==> src/rtl/alu_uart_pkg.sv <==
// ---------------------------------------------------------------------------
// alu_uart_pkg
// Shared definitions for the ALU command path. Used by alu_cmd_master and by
// the UART-side interface block so both agree on state encoding, data widths
// and opcode values.
//   - cmd_state_e   : command FSM state encoding
//   - BUS_SIZE_DEF  : default data byte width
//   - OP_SIZE_DEF   : default opcode width
//   - OP_*          : ALU opcode constants (MIPS-style funct codes)
//   - op_is_shift   : helper used by the UART side to classify opcodes
// ---------------------------------------------------------------------------
package alu_uart_pkg;

  localparam int BUS_SIZE_DEF = 8;
  localparam int OP_SIZE_DEF  = 6;

  // Command FSM: one operand byte per SEND state, then wait for the result.
  typedef enum logic [2:0] {
    IDLE     = 3'd0,
    SEND_A   = 3'd1,
    SEND_B   = 3'd2,
    SEND_OP  = 3'd3,
    WAIT_RES = 3'd4
  } cmd_state_e;

  localparam logic [5:0] OP_ADD = 6'h20;
  localparam logic [5:0] OP_SUB = 6'h22;
  localparam logic [5:0] OP_AND = 6'h24;
  localparam logic [5:0] OP_OR  = 6'h25;
  localparam logic [5:0] OP_XOR = 6'h26;
  localparam logic [5:0] OP_SRA = 6'h03;
  localparam logic [5:0] OP_SRL = 6'h02;
  localparam logic [5:0] OP_NOR = 6'h27;

  // True for the two shift opcodes (operand B is a shift amount there).
  function automatic logic op_is_shift(input logic [5:0] op);
    logic result;
    case (op)
      OP_SRA:  result = 1'b1;
      OP_SRL:  result = 1'b1;
      default: result = 1'b0;
    endcase
    return result;
  endfunction

endpackage

==> src/rtl/alu_cmd_timer.sv <==
// ---------------------------------------------------------------------------
// alu_cmd_timer
// Wait-for-result watchdog counter for alu_cmd_master. Counts enabled cycles
// after a clear and flags the last allowed cycle.
// Ports:
//   clk, reset  : clock, asynchronous active-high reset
//   i_clear     : synchronous clear of the count (has priority)
//   i_enable    : count this cycle
//   o_expired   : high on the CYCLES-th enabled cycle since the last clear
// ---------------------------------------------------------------------------
module alu_cmd_timer #(
  parameter int CYCLES = 100000
) (
  input  logic clk,
  input  logic reset,
  input  logic i_clear,
  input  logic i_enable,
  output logic o_expired
);

  localparam int          CW   = (CYCLES > 1) ? $clog2(CYCLES) : 1;
  localparam logic [CW-1:0] LAST = CW'(CYCLES - 1);
  localparam logic [CW-1:0] ONE  = CW'(1);

  logic [CW-1:0] r_count;

  // Cycle counter; saturates at LAST so a stalled consumer cannot wrap it.
  always_ff @(posedge clk or posedge reset) begin
    if (reset) begin
      r_count <= '0;
    end else if (i_clear) begin
      r_count <= '0;
    end else if (i_enable && (r_count != LAST)) begin
      r_count <= r_count + ONE;
    end else begin
      r_count <= r_count;
    end
  end

  // The count starts at 0 on the first enabled cycle, so LAST marks cycle CYCLES.
  assign o_expired = i_enable & (r_count == LAST);

endmodule

==> src/rtl/alu_cmd_master.sv <==
// ---------------------------------------------------------------------------
// alu_cmd_master
// Issues one ALU command as three bytes (A, B, opcode) into a TX FIFO, then
// waits for the single result byte from an RX FIFO (first-word-fall-through).
// Stray RX bytes seen while idle are drained without affecting the result.
//
// Optional feature: define ALU_CMD_TIMEOUT_EN to bound the result wait to
// TIMEOUT_CYCLES cycles (o_timeout pulse). Without it the wait is unbounded
// and o_timeout is tied low.
//
// Ports:
//   clk, reset          : clock, asynchronous active-high reset
//   i_start             : issue a command (sampled only in IDLE)
//   i_op_a/i_op_b       : operands, latched on accept
//   i_op_code           : opcode, latched on accept, zero-extended when sent
//   tx_full/o_wr/o_wdata: TX FIFO push side
//   rx_empty/i_rdata/o_rd: RX FIFO pop side
//   o_busy              : command in progress
//   o_result            : last received result
//   o_done/o_timeout    : one-cycle completion / expiry pulses
// OP_SIZE must not exceed BUS_SIZE.
// ---------------------------------------------------------------------------
module alu_cmd_master
  import alu_uart_pkg::*;
#(
  parameter int BUS_SIZE       = BUS_SIZE_DEF,
  parameter int OP_SIZE        = OP_SIZE_DEF,
  parameter int TIMEOUT_CYCLES = 100000
) (
  input  logic                clk,
  input  logic                reset,
  input  logic                i_start,
  input  logic [BUS_SIZE-1:0] i_op_a,
  input  logic [BUS_SIZE-1:0] i_op_b,
  input  logic [OP_SIZE-1:0]  i_op_code,
  input  logic                tx_full,
  output logic                o_wr,
  output logic [BUS_SIZE-1:0] o_wdata,
  input  logic                rx_empty,
  input  logic [BUS_SIZE-1:0] i_rdata,
  output logic                o_rd,
  output logic                o_busy,
  output logic [BUS_SIZE-1:0] o_result,
  output logic                o_done,
  output logic                o_timeout
);

  cmd_state_e          r_state;
  cmd_state_e          w_next_state;

  logic [BUS_SIZE-1:0] r_op_a;
  logic [BUS_SIZE-1:0] r_op_b;
  logic [OP_SIZE-1:0]  r_op_code;
  logic [BUS_SIZE-1:0] r_result;
  logic                r_done;
  logic                r_timeout;

  logic [BUS_SIZE-1:0] w_op_ext;
  logic                w_wr;
  logic [BUS_SIZE-1:0] w_wdata;
  logic                w_rd;
  logic                w_latch;
  logic                w_capture;
  logic                w_timeout_next;
  logic                w_expired;

  // Opcode widened to the bus width with zero upper bits.
  always_comb begin
    w_op_ext                = '0;
    w_op_ext[OP_SIZE-1:0]   = r_op_code;
  end

`ifdef ALU_CMD_TIMEOUT_EN
  logic w_in_wait;
  assign w_in_wait = (r_state == WAIT_RES);

  // Counter runs only while waiting and restarts from zero on every entry.
  alu_cmd_timer #(
    .CYCLES    (TIMEOUT_CYCLES)
  ) u_timer (
    .clk       (clk),
    .reset     (reset),
    .i_clear   (~w_in_wait),
    .i_enable  (w_in_wait),
    .o_expired (w_expired)
  );
`else
  assign w_expired = 1'b0;
`endif

  // Next-state and FIFO strobe decode.
  always_comb begin
    w_next_state   = r_state;
    w_wr           = 1'b0;
    w_wdata        = '0;
    w_rd           = 1'b0;
    w_latch        = 1'b0;
    w_capture      = 1'b0;
    w_timeout_next = 1'b0;
    case (r_state)
      IDLE: begin
        if (i_start) begin
          w_latch      = 1'b1;
          w_next_state = SEND_A;
        end else if (!rx_empty) begin
          // Drain bytes that arrive with no command outstanding.
          w_rd = 1'b1;
        end else begin
          w_rd = 1'b0;
        end
      end
      SEND_A: begin
        w_wdata = r_op_a;
        w_wr    = ~tx_full;
        if (w_wr) begin
          w_next_state = SEND_B;
        end else begin
          w_next_state = SEND_A;
        end
      end
      SEND_B: begin
        w_wdata = r_op_b;
        w_wr    = ~tx_full;
        if (w_wr) begin
          w_next_state = SEND_OP;
        end else begin
          w_next_state = SEND_B;
        end
      end
      SEND_OP: begin
        w_wdata = w_op_ext;
        w_wr    = ~tx_full;
        if (w_wr) begin
          w_next_state = WAIT_RES;
        end else begin
          w_next_state = SEND_OP;
        end
      end
      WAIT_RES: begin
        // Data present on the expiry cycle takes precedence over the timeout.
        if (!rx_empty) begin
          w_rd         = 1'b1;
          w_capture    = 1'b1;
          w_next_state = IDLE;
        end else if (w_expired) begin
          w_timeout_next = 1'b1;
          w_next_state   = IDLE;
        end else begin
          w_next_state = WAIT_RES;
        end
      end
      default: begin
        w_next_state = IDLE;
      end
    endcase
  end

  // State register.
  always_ff @(posedge clk or posedge reset) begin
    if (reset) begin
      r_state <= IDLE;
    end else begin
      r_state <= w_next_state;
    end
  end

  // Operand latch, loaded only when a command is accepted.
  always_ff @(posedge clk or posedge reset) begin
    if (reset) begin
      r_op_a    <= '0;
      r_op_b    <= '0;
      r_op_code <= '0;
    end else if (w_latch) begin
      r_op_a    <= i_op_a;
      r_op_b    <= i_op_b;
      r_op_code <= i_op_code;
    end else begin
      r_op_a    <= r_op_a;
      r_op_b    <= r_op_b;
      r_op_code <= r_op_code;
    end
  end

  // Result capture and completion pulses.
  always_ff @(posedge clk or posedge reset) begin
    if (reset) begin
      r_result  <= '0;
      r_done    <= 1'b0;
      r_timeout <= 1'b0;
    end else begin
      r_done    <= w_capture;
      r_timeout <= w_timeout_next;
      if (w_capture) begin
        r_result <= i_rdata;
      end else begin
        r_result <= r_result;
      end
    end
  end

  assign o_wr      = w_wr;
  assign o_wdata   = w_wdata;
  // The drain path is combinational from rx_empty, so hold it off during reset.
  assign o_rd      = w_rd & ~reset;
  assign o_busy    = (r_state != IDLE);
  assign o_result  = r_result;
  assign o_done    = r_done;
  assign o_timeout = r_timeout;

endmodule

==> config.mk <==
export PLATFORM = sky130hd
export DESIGN_NAME = alu_cmd_master
export DESIGN_NICKNAME = d
export VERILOG_FILES = /design/src/rtl/alu_uart_pkg.sv /design/src/rtl/alu_cmd_timer.sv /design/src/rtl/alu_cmd_master.sv
export SDC_FILE = /design/constraint.sdc
export NUM_CORES = 1
export LEC_CHECK = 0
export BUFFER_PORTS_ARGS = -buffer_cell sky130_fd_sc_hd__buf_4
export CAP_MARGIN = 20
export CORE_ASPECT_RATIO = 0.6
export CORE_MARGIN = 2
export CORE_UTILIZATION = 48
export CTS_BUF_LIST = sky130_fd_sc_hd__clkbuf_16
export CTS_CLUSTER_SIZE = 40
export DETAILED_ROUTE_END_ITERATION = 10
export PLACE_DENSITY = 0.81
export SYNTH_ARGS = -nofsm -noshare
export SYNTH_HDL_FRONTEND = slang
export SYNTH_SLANG_ARGS = --single-unit
==> constraint.sdc <==
create_clock -name clk -period 2.33 [get_ports clk]
set_clock_uncertainty 0.2 [all_clocks]
set_input_delay 0.1165 -clock clk [delete_from_list [all_inputs] [get_ports clk]]
set_output_delay 0.1165 -clock clk [all_outputs]
set_load 0.01 [all_outputs]
==> impl_results.md, run 1 <==
* Status: finished, final reports clean
* # nets final at 242
* Resize count post-CTS at 0
* Pwr Density at between 1000 and 1500 nW/um2
* Max incr delay on CP at ~0.47 ns
* Relative slew margins at 0.582
* Synthesized area per cell at roughly 13 um2
* Initial drt markers at 67
* Die X at slightly below 80 um
* Synth area leader: dfrtp_1
* GR Util met2 at 0.447
* GRT busiest layer: met2
* Final wirelength at between 4000 and 5000 um
* Initial antenna violation count at 0
* Post-synth EDFFs at 0
* Met3 Track Usage GR at 0.0660
* Multi-input gate area at 627 um2
* Critical path arrival at 1.73 ns
* Gr ovfl total at 0
* Total power at about 3.1 mW
* # IOs at 56
* Largest net degree at the start of global routing at 35
* Row count at 15
* Vias in the first global route at approximately 1.3k
* Vias at around 1.3k
* HPWL after DPL at roughly 2600 um
* Reg area at about 850 um2
* Fmax at 488 MHz
* Setup tns final at 0 ns
* Yosys warnings at 0
* Final ANT Viol Nets at 0
* Seq/Total Area, Yosys at 0.552
* Core area at just under 3000 um2
* Most instantiated cells after synthesis: dfrtp_1, mux2_2, a21oi_1
* Final hold vios at 0
* CP dominant cell by count: buf_4
* Max cap viols at 0
* Synth top area share at 0.552
* Clock slew at reported path FFs at approximately 0.050 ns
* Clk Latency, worst-skew pair at ~0.27 ns
* CTS tree: done
* GRT Total Usage at 0.242
* Distinct cells, synth at 24
* HP Class: in -> reg
* Crit Path Max Fanout at 15
* Most frequent cell after synthesis: dfrtp_1
* Crit path time final at 2.05 ns
* Post-synthesis register bit count at 34
* Drt via density at slightly above 5
* Drt pass-1 iters at 4
* Synth Cell Area at between 1500 and 2000 um2
* Port buffer count at between 50 and 60
* CP bufs+invs at 2
* Root buf cell: clkbuf_16
* TritonCTS Buffers at 5
* Initial Utilization at 0.519
* Filler Cells Inserted at ~170
* Layout cells sized above 1 at 0.471
* Syn nets at ~150
* RSZ-0062 raised after global routing: no
* Setup crit end kind: output port
* CTS Sinks at 34
* Post-synthesis instance total at roughly 120
* CP startpoint kind: register
* WL per Instance at ~17 um
* Die outline height at 47.9 um
* WP data required at roughly 2.0 ns
* Ys flop type: dfrtp_1
* Worst Tran Pin Value at about 0.62 ns
* GR Util met1 at 0.283
* Final setup violation count at 0
* Async SR Flop Fraction at 1.00
* RD Place Congestion at 0.783
* Leak Pwr at between 1 and 1.5 nW
* First-pass GRT wire length at between 6000 and 7000 um
* Peak VDD IR at a little over 0.0008 V
* Ant diodes at 0
* Largest cells by area after synthesis: dfrtp_1, mux2_2, mux2i_1, a211oi_1, a21oi_1
* Htree depth at 2
* Family with the most delay on the worst path: flip-flops
* P&R area growth vs syn at 59.4%
* Crit-path slowest cell: dfrtp_1
* Max-slew violations at 0
* DRC viols at 0
* Die ar. at ~3700 um2
* Critical setup path kind: reg -> out
* Ordered cell list for the critical path: buf_4 > mux2_2 > a22oi_1 > nor2_1 > buf_4
* Crit share post-route at 0.879
* Clock Path Buffers at 2
cell usage in the layout (no fill, tap or decap), drive strengths merged:
| cell type | Yosys | routed |
|---|---|---|
| nor2 | 5 | 5 |
| nor4b | 2 | 2 |
| or2 | 1 | 1 |
| mux2i | 5 | 5 |
| nand2 | 2 | 2 |
| a22oi | 3 | 3 |
| xnor2 | 1 | 1 |
| buf | 7 | 59 |
| dlygate4sd3 | 0 | 34 |
| o31ai | 1 | 1 |
| nor2b | 4 | 4 |
| clkinv | 0 | 2 |
| clkbuf | 2 | 5 |
| and2 | 1 | 1 |
| nand3 | 1 | 1 |
| dfrtp | 34 | 34 |
| nor3 | 2 | 2 |
| inv | 1 | 2 |
| conb | 1 | 1 |
| a21oi | 6 | 6 |
| a211oi | 5 | 5 |
| or3 | 1 | 1 |
| mux2 | 31 | 31 |
state kept, by name (all words and copies together) (netlist names):
signal and flops:
o_result 8, r_op_b 8, r_state 3, o_done 1, r_op_code 6, r_op_a 8
kinds of logic after synthesis:
kind of cell              synth area share
xor gates and xnor gates           0.00569
AOI/OAI and AO/OA                   0.0634
DFF                                  0.552
and+or+nand+nor                     0.0764
other                              0.00243
muxes                                0.259
buffers and inverters               0.0406
metal layers:
metal | routed length (um) | vias up
li1 | - | 596
met1 | 1880 | 630
met2 | 1980 | 51
met3 | 197 | 12
met4 | 128 | 0
met5 | 0 | -
repair_timing:
item	in CTS	in global routing
hold endpoints to repair	66	0
hold buffers	34	0
setup buffers	0	0
setup endpoints to repair	0	0
power breakdown:
group	internal [mW]	switching, mW	leakage (nW)
combinational	0.760	0.614	0.655
sequential	0.875	0.194	0.413
clock	0.386	0.229	0.0724
layout make-up:
class | count | area share
clock inverter | 3 | 0.00510
tap | 42 | 0.0214
timing repair buffer | 93 | 0.319
clock buffer | 5 | 0.0510
multi-input combinational | 72 | 0.255
inverter | 1 | 0.00153
sequential | 34 | 0.347
path summary, 6_finish.rpt:
check	startpoint	endpoint	slack [ns]	cells past startpoint
worst max-delay path	r_state[1]$_DFFE_PP0P_	o_wdata[5]	0.28	5
worst min-delay path	i_start	r_state[0]$_DFFE_PP0P_	0.18	4
worst max register to register	r_state[0]$_DFFE_PP0P_	o_result[4]$_DFFE_PP0P_	0.33	3
worst min register to register	o_result[6]$_DFFE_PP0P_	o_result[6]$_DFFE_PP0P_	0.31	1
max in group asynchronous	reset	r_op_code[2]$_DFFE_PP0P_	1.30	4
min in group asynchronous	reset	r_state[2]$_DFFE_PP0P_	0.33	4
worst min-delay path: cells and delay by family:
family	cells	cell delay [ns]
buffers and inverters	1	0.09
AOI/OAI and AO/OA	1	0.08
and+or+nand+nor	2	0.30
stage by stage:
| step | area [um2] | util | cells | hold WS, ns | setup slack (ns) |
|---|---|---|---|---|---|
| floorplan | 1540 | - | 116 | 0.0112 | 0.601 |
| global placement | 1980 | 0.667 | 208 | 0.0384 | 0.464 |
| detailed placement | 1980 | 0.667 | 208 | 0.0545 | 0.414 |
| CTS | 2450 | 0.828 | 250 | 0.137 | 0.292 |
| global route | 2450 | 0.828 | 250 | 0.180 | 0.175 |
| finish | 2450 | 0.828 | 250 | 0.182 | 0.281 |
No activity file was read; power rests on OpenSTA's default activity.
==> run 2: changes to the inputs <==
--- a/config.mk
+++ b/config.mk
@@ -10,7 +10,7 @@
 export CORE_ASPECT_RATIO = 0.6
 export CORE_MARGIN = 2
 export CORE_UTILIZATION = 48
-export CTS_BUF_LIST = sky130_fd_sc_hd__clkbuf_16
+export CTS_CLUSTER_DIAMETER = 30
 export CTS_CLUSTER_SIZE = 40
 export DETAILED_ROUTE_END_ITERATION = 10
 export PLACE_DENSITY = 0.81
==> impl_results.md, run 2 (synthesis gave the netlist of run 1 again) <==
* Fmax at 489 MHz (+0.25%)
* Commonest non-fill, non-tap cell in the layout: buf_4
* Ant diodes at 0 (unchanged)
* DRC viols at 0 (unchanged)
* Post-CTS setup buffer count at 0 (unchanged)
* Pwr Density at 1180 nW/um2 (-5.0%)
* Row count at 15 (unchanged)
* Initial antenna violation count at 0 (unchanged)
* RSZ-0062 raised after global routing: no
* # IOs at 56 (unchanged)
* CP startpoint kind: register
* HPWL after DPL at 2550 um (unchanged)
* Crit share post-route at 0.877 (-0.00223)
* GRT Total Usage at 0.228 (-0.0139)
* # nets final at 242 (unchanged)
* Max-slew violations at 0 (unchanged)
* Crit path time final at 2.04 ns (-0.00519 ns)
* HP Class: in -> reg
* Worst Tran Pin Value at 0.601 ns (-0.0231 ns)
* Relative slew margins at 0.597 (+0.0155)
* Crit Path Max Fanout at 15 (unchanged)
* Gr ovfl total at 0 (unchanged)
* RD Place Congestion at 0.783 (unchanged)
* Drt via density at 4.99 (-3.3%)
* Max incr delay on CP at 0.47 ns (about the same)
* Most frequent cells in the layout: buf_4, dlygate4sd3_1, dfrtp_1
* Ordered cell list for the critical path: buf_4 > mux2_2 > a22oi_1 > nor2_1 > buf_4
* Status: finished, final reports clean
* Layout cells sized above 1 at 0.476 (+0.00481)
* Clk Latency, worst-skew pair at 0.28 ns (about the same)
* Final worst slack at 0.286 ns (+0.00519 ns)
* Reg area at 851 um2 (unchanged)
* Vias in the first global route at 1335 (+0.23%)
* Leak Pwr at 1.12 nW (-2.1%)
* Filler Cells Inserted at 165 (-2.4%)
* WL per Instance at 15.8 um (-5.4%)
* Setup tns final at 0 ns (unchanged)
* Non-Filler Cell Area, Final at 2410 um2 (-1.9%)
* Final wirelength at 3960 um (-5.4%)
* Core area at 2970 um2 (unchanged)
* WP data required at 2.01 ns (about the same)
* Htree depth at 2 (unchanged)
* Clock Path Buffers at 2 (unchanged)
* DP Area at 1980 um2 (unchanged)
* Critical path arrival at 1.73 ns (about the same)
* CTS Sinks at 34 (unchanged)
* Die X at 77.1 um (unchanged)
* Final hold vios at 0 (unchanged)
* Final core occ at 0.812 (-0.0156)
* Peak VDD IR at 0.000798 V (-1.9%)
* Crit-path slowest cell: dfrtp_1
* Final setup violation count at 0 (unchanged)
* Final ANT Viol Nets at 0 (unchanged)
* Clock slew at reported path FFs at 0.06 ns (about the same)
* Critical setup path kind: reg -> out
* P&R area growth vs syn at 56.4%
* First-pass GRT wire length at 6160 um (-5.1%)
* Root buf cell: clkbuf_8
* Drt pass-1 iters at 4 (unchanged)
* Initial drt markers at 77 (+15%)
* TritonCTS Buffers at 5 (unchanged)
* Largest net degree at the start of global routing at 35 (unchanged)
* Family with the most delay on the worst path: flip-flops
* Pre-CTS WS at 0.414 ns (unchanged)
* Die outline height at 47.9 um (unchanged)
* CP bufs+invs at 2 (unchanged)
* CP dominant cell by count: buf_4
* Initial Utilization at 0.519 (unchanged)
* Setup crit end kind: output port
* Die ar. at 3690 um2 (unchanged)
* Vias at 1247 (-3.3%)
* Multi-input gate area at 627 um2 (unchanged)
* Port buffer count at 54 (unchanged)
* CTS tree: done
* Max cap viols at 0 (unchanged)
run 2: cell types whose count changed in the layout (fill, tap and decap cells not counted), sizes merged:
cell	previous run	this run
clkbuf	5	7
clkinv	2	1
inv	2	1
run 2: area by class of cell:
type                       count  share of cell area
clock inverter                 1             0.00208
sequential                    34               0.353
clock buffer                   7              0.0358
tap                           42              0.0218
multi-input combinational     72               0.260
inverter                       1             0.00156
timing repair buffer          93               0.325
run 2: repair_timing:
| action | in CTS | in global routing |
|---|---|---|
| endpoints found under the hold margin | 67 | 0 |
| gates resized for setup | 0 | 0 |
| hold buffers | 34 | 0 |
run 2: per-stage QoR:
| stage | power, mW | instances | hold WS [ns] |
|---|---|---|---|
| 2_1_floorplan | 1.84 | 116 | 0.0112 |
| 3_3_place_gp | 2.26 | 208 | 0.0384 |
| 3_5_place_dp | 2.35 | 208 | 0.0545 |
| 4_1_cts | 2.85 | 250 | 0.0947 |
| 5_1_grt | 3.01 | 250 | 0.170 |
| 6_report | 2.85 | 250 | 0.108 |
run 2: worst min-delay path, stage by stage:
cell and delay [ns]:
buf_4 0.09, or2_2 0.10, a21oi_1 0.06, nor3_1 0.17
run 2: path summary, 6_finish.rpt:
kind                                          start                       end  slack [ns]  cells after the start
max reg2reg                  r_state[0]$_DFFE_PP0P_   o_result[5]$_DFFE_PP0P_        0.38                      3
min in group asynchronous                     reset  r_op_code[4]$_DFFE_PP0P_        0.31                      4
max                          r_state[1]$_DFFE_PP0P_                o_wdata[5]        0.29                      5
min                                         i_start    r_state[0]$_DFFE_PP0P_        0.11                      4
min reg2reg                r_op_code[3]$_DFFE_PP0P_  r_op_code[3]$_DFFE_PP0P_        0.31                      1
max in group asynchronous                     reset     r_op_b[0]$_DFFE_PP0P_        1.31                      4
run 2: layer usage:
| layer | track usage | wire (um) | vias to the layer above |
|---|---|---|---|
| li1 | - | - | 589 |
| met1 | 0.263 | 1800 | 607 |
| met2 | 0.426 | 1920 | 45 |
| met3 | 0.0642 | 189 | 6 |
| met4 | 0.0929 | 57 | 0 |
| met5 | 0 | 0 | - |
run 2: where the power goes:
| part | internal [mW] | switching (mW) |
|---|---|---|
| logic | 0.759 | 0.590 |
| clock network | 0.238 | 0.204 |
| registers | 0.874 | 0.185 |
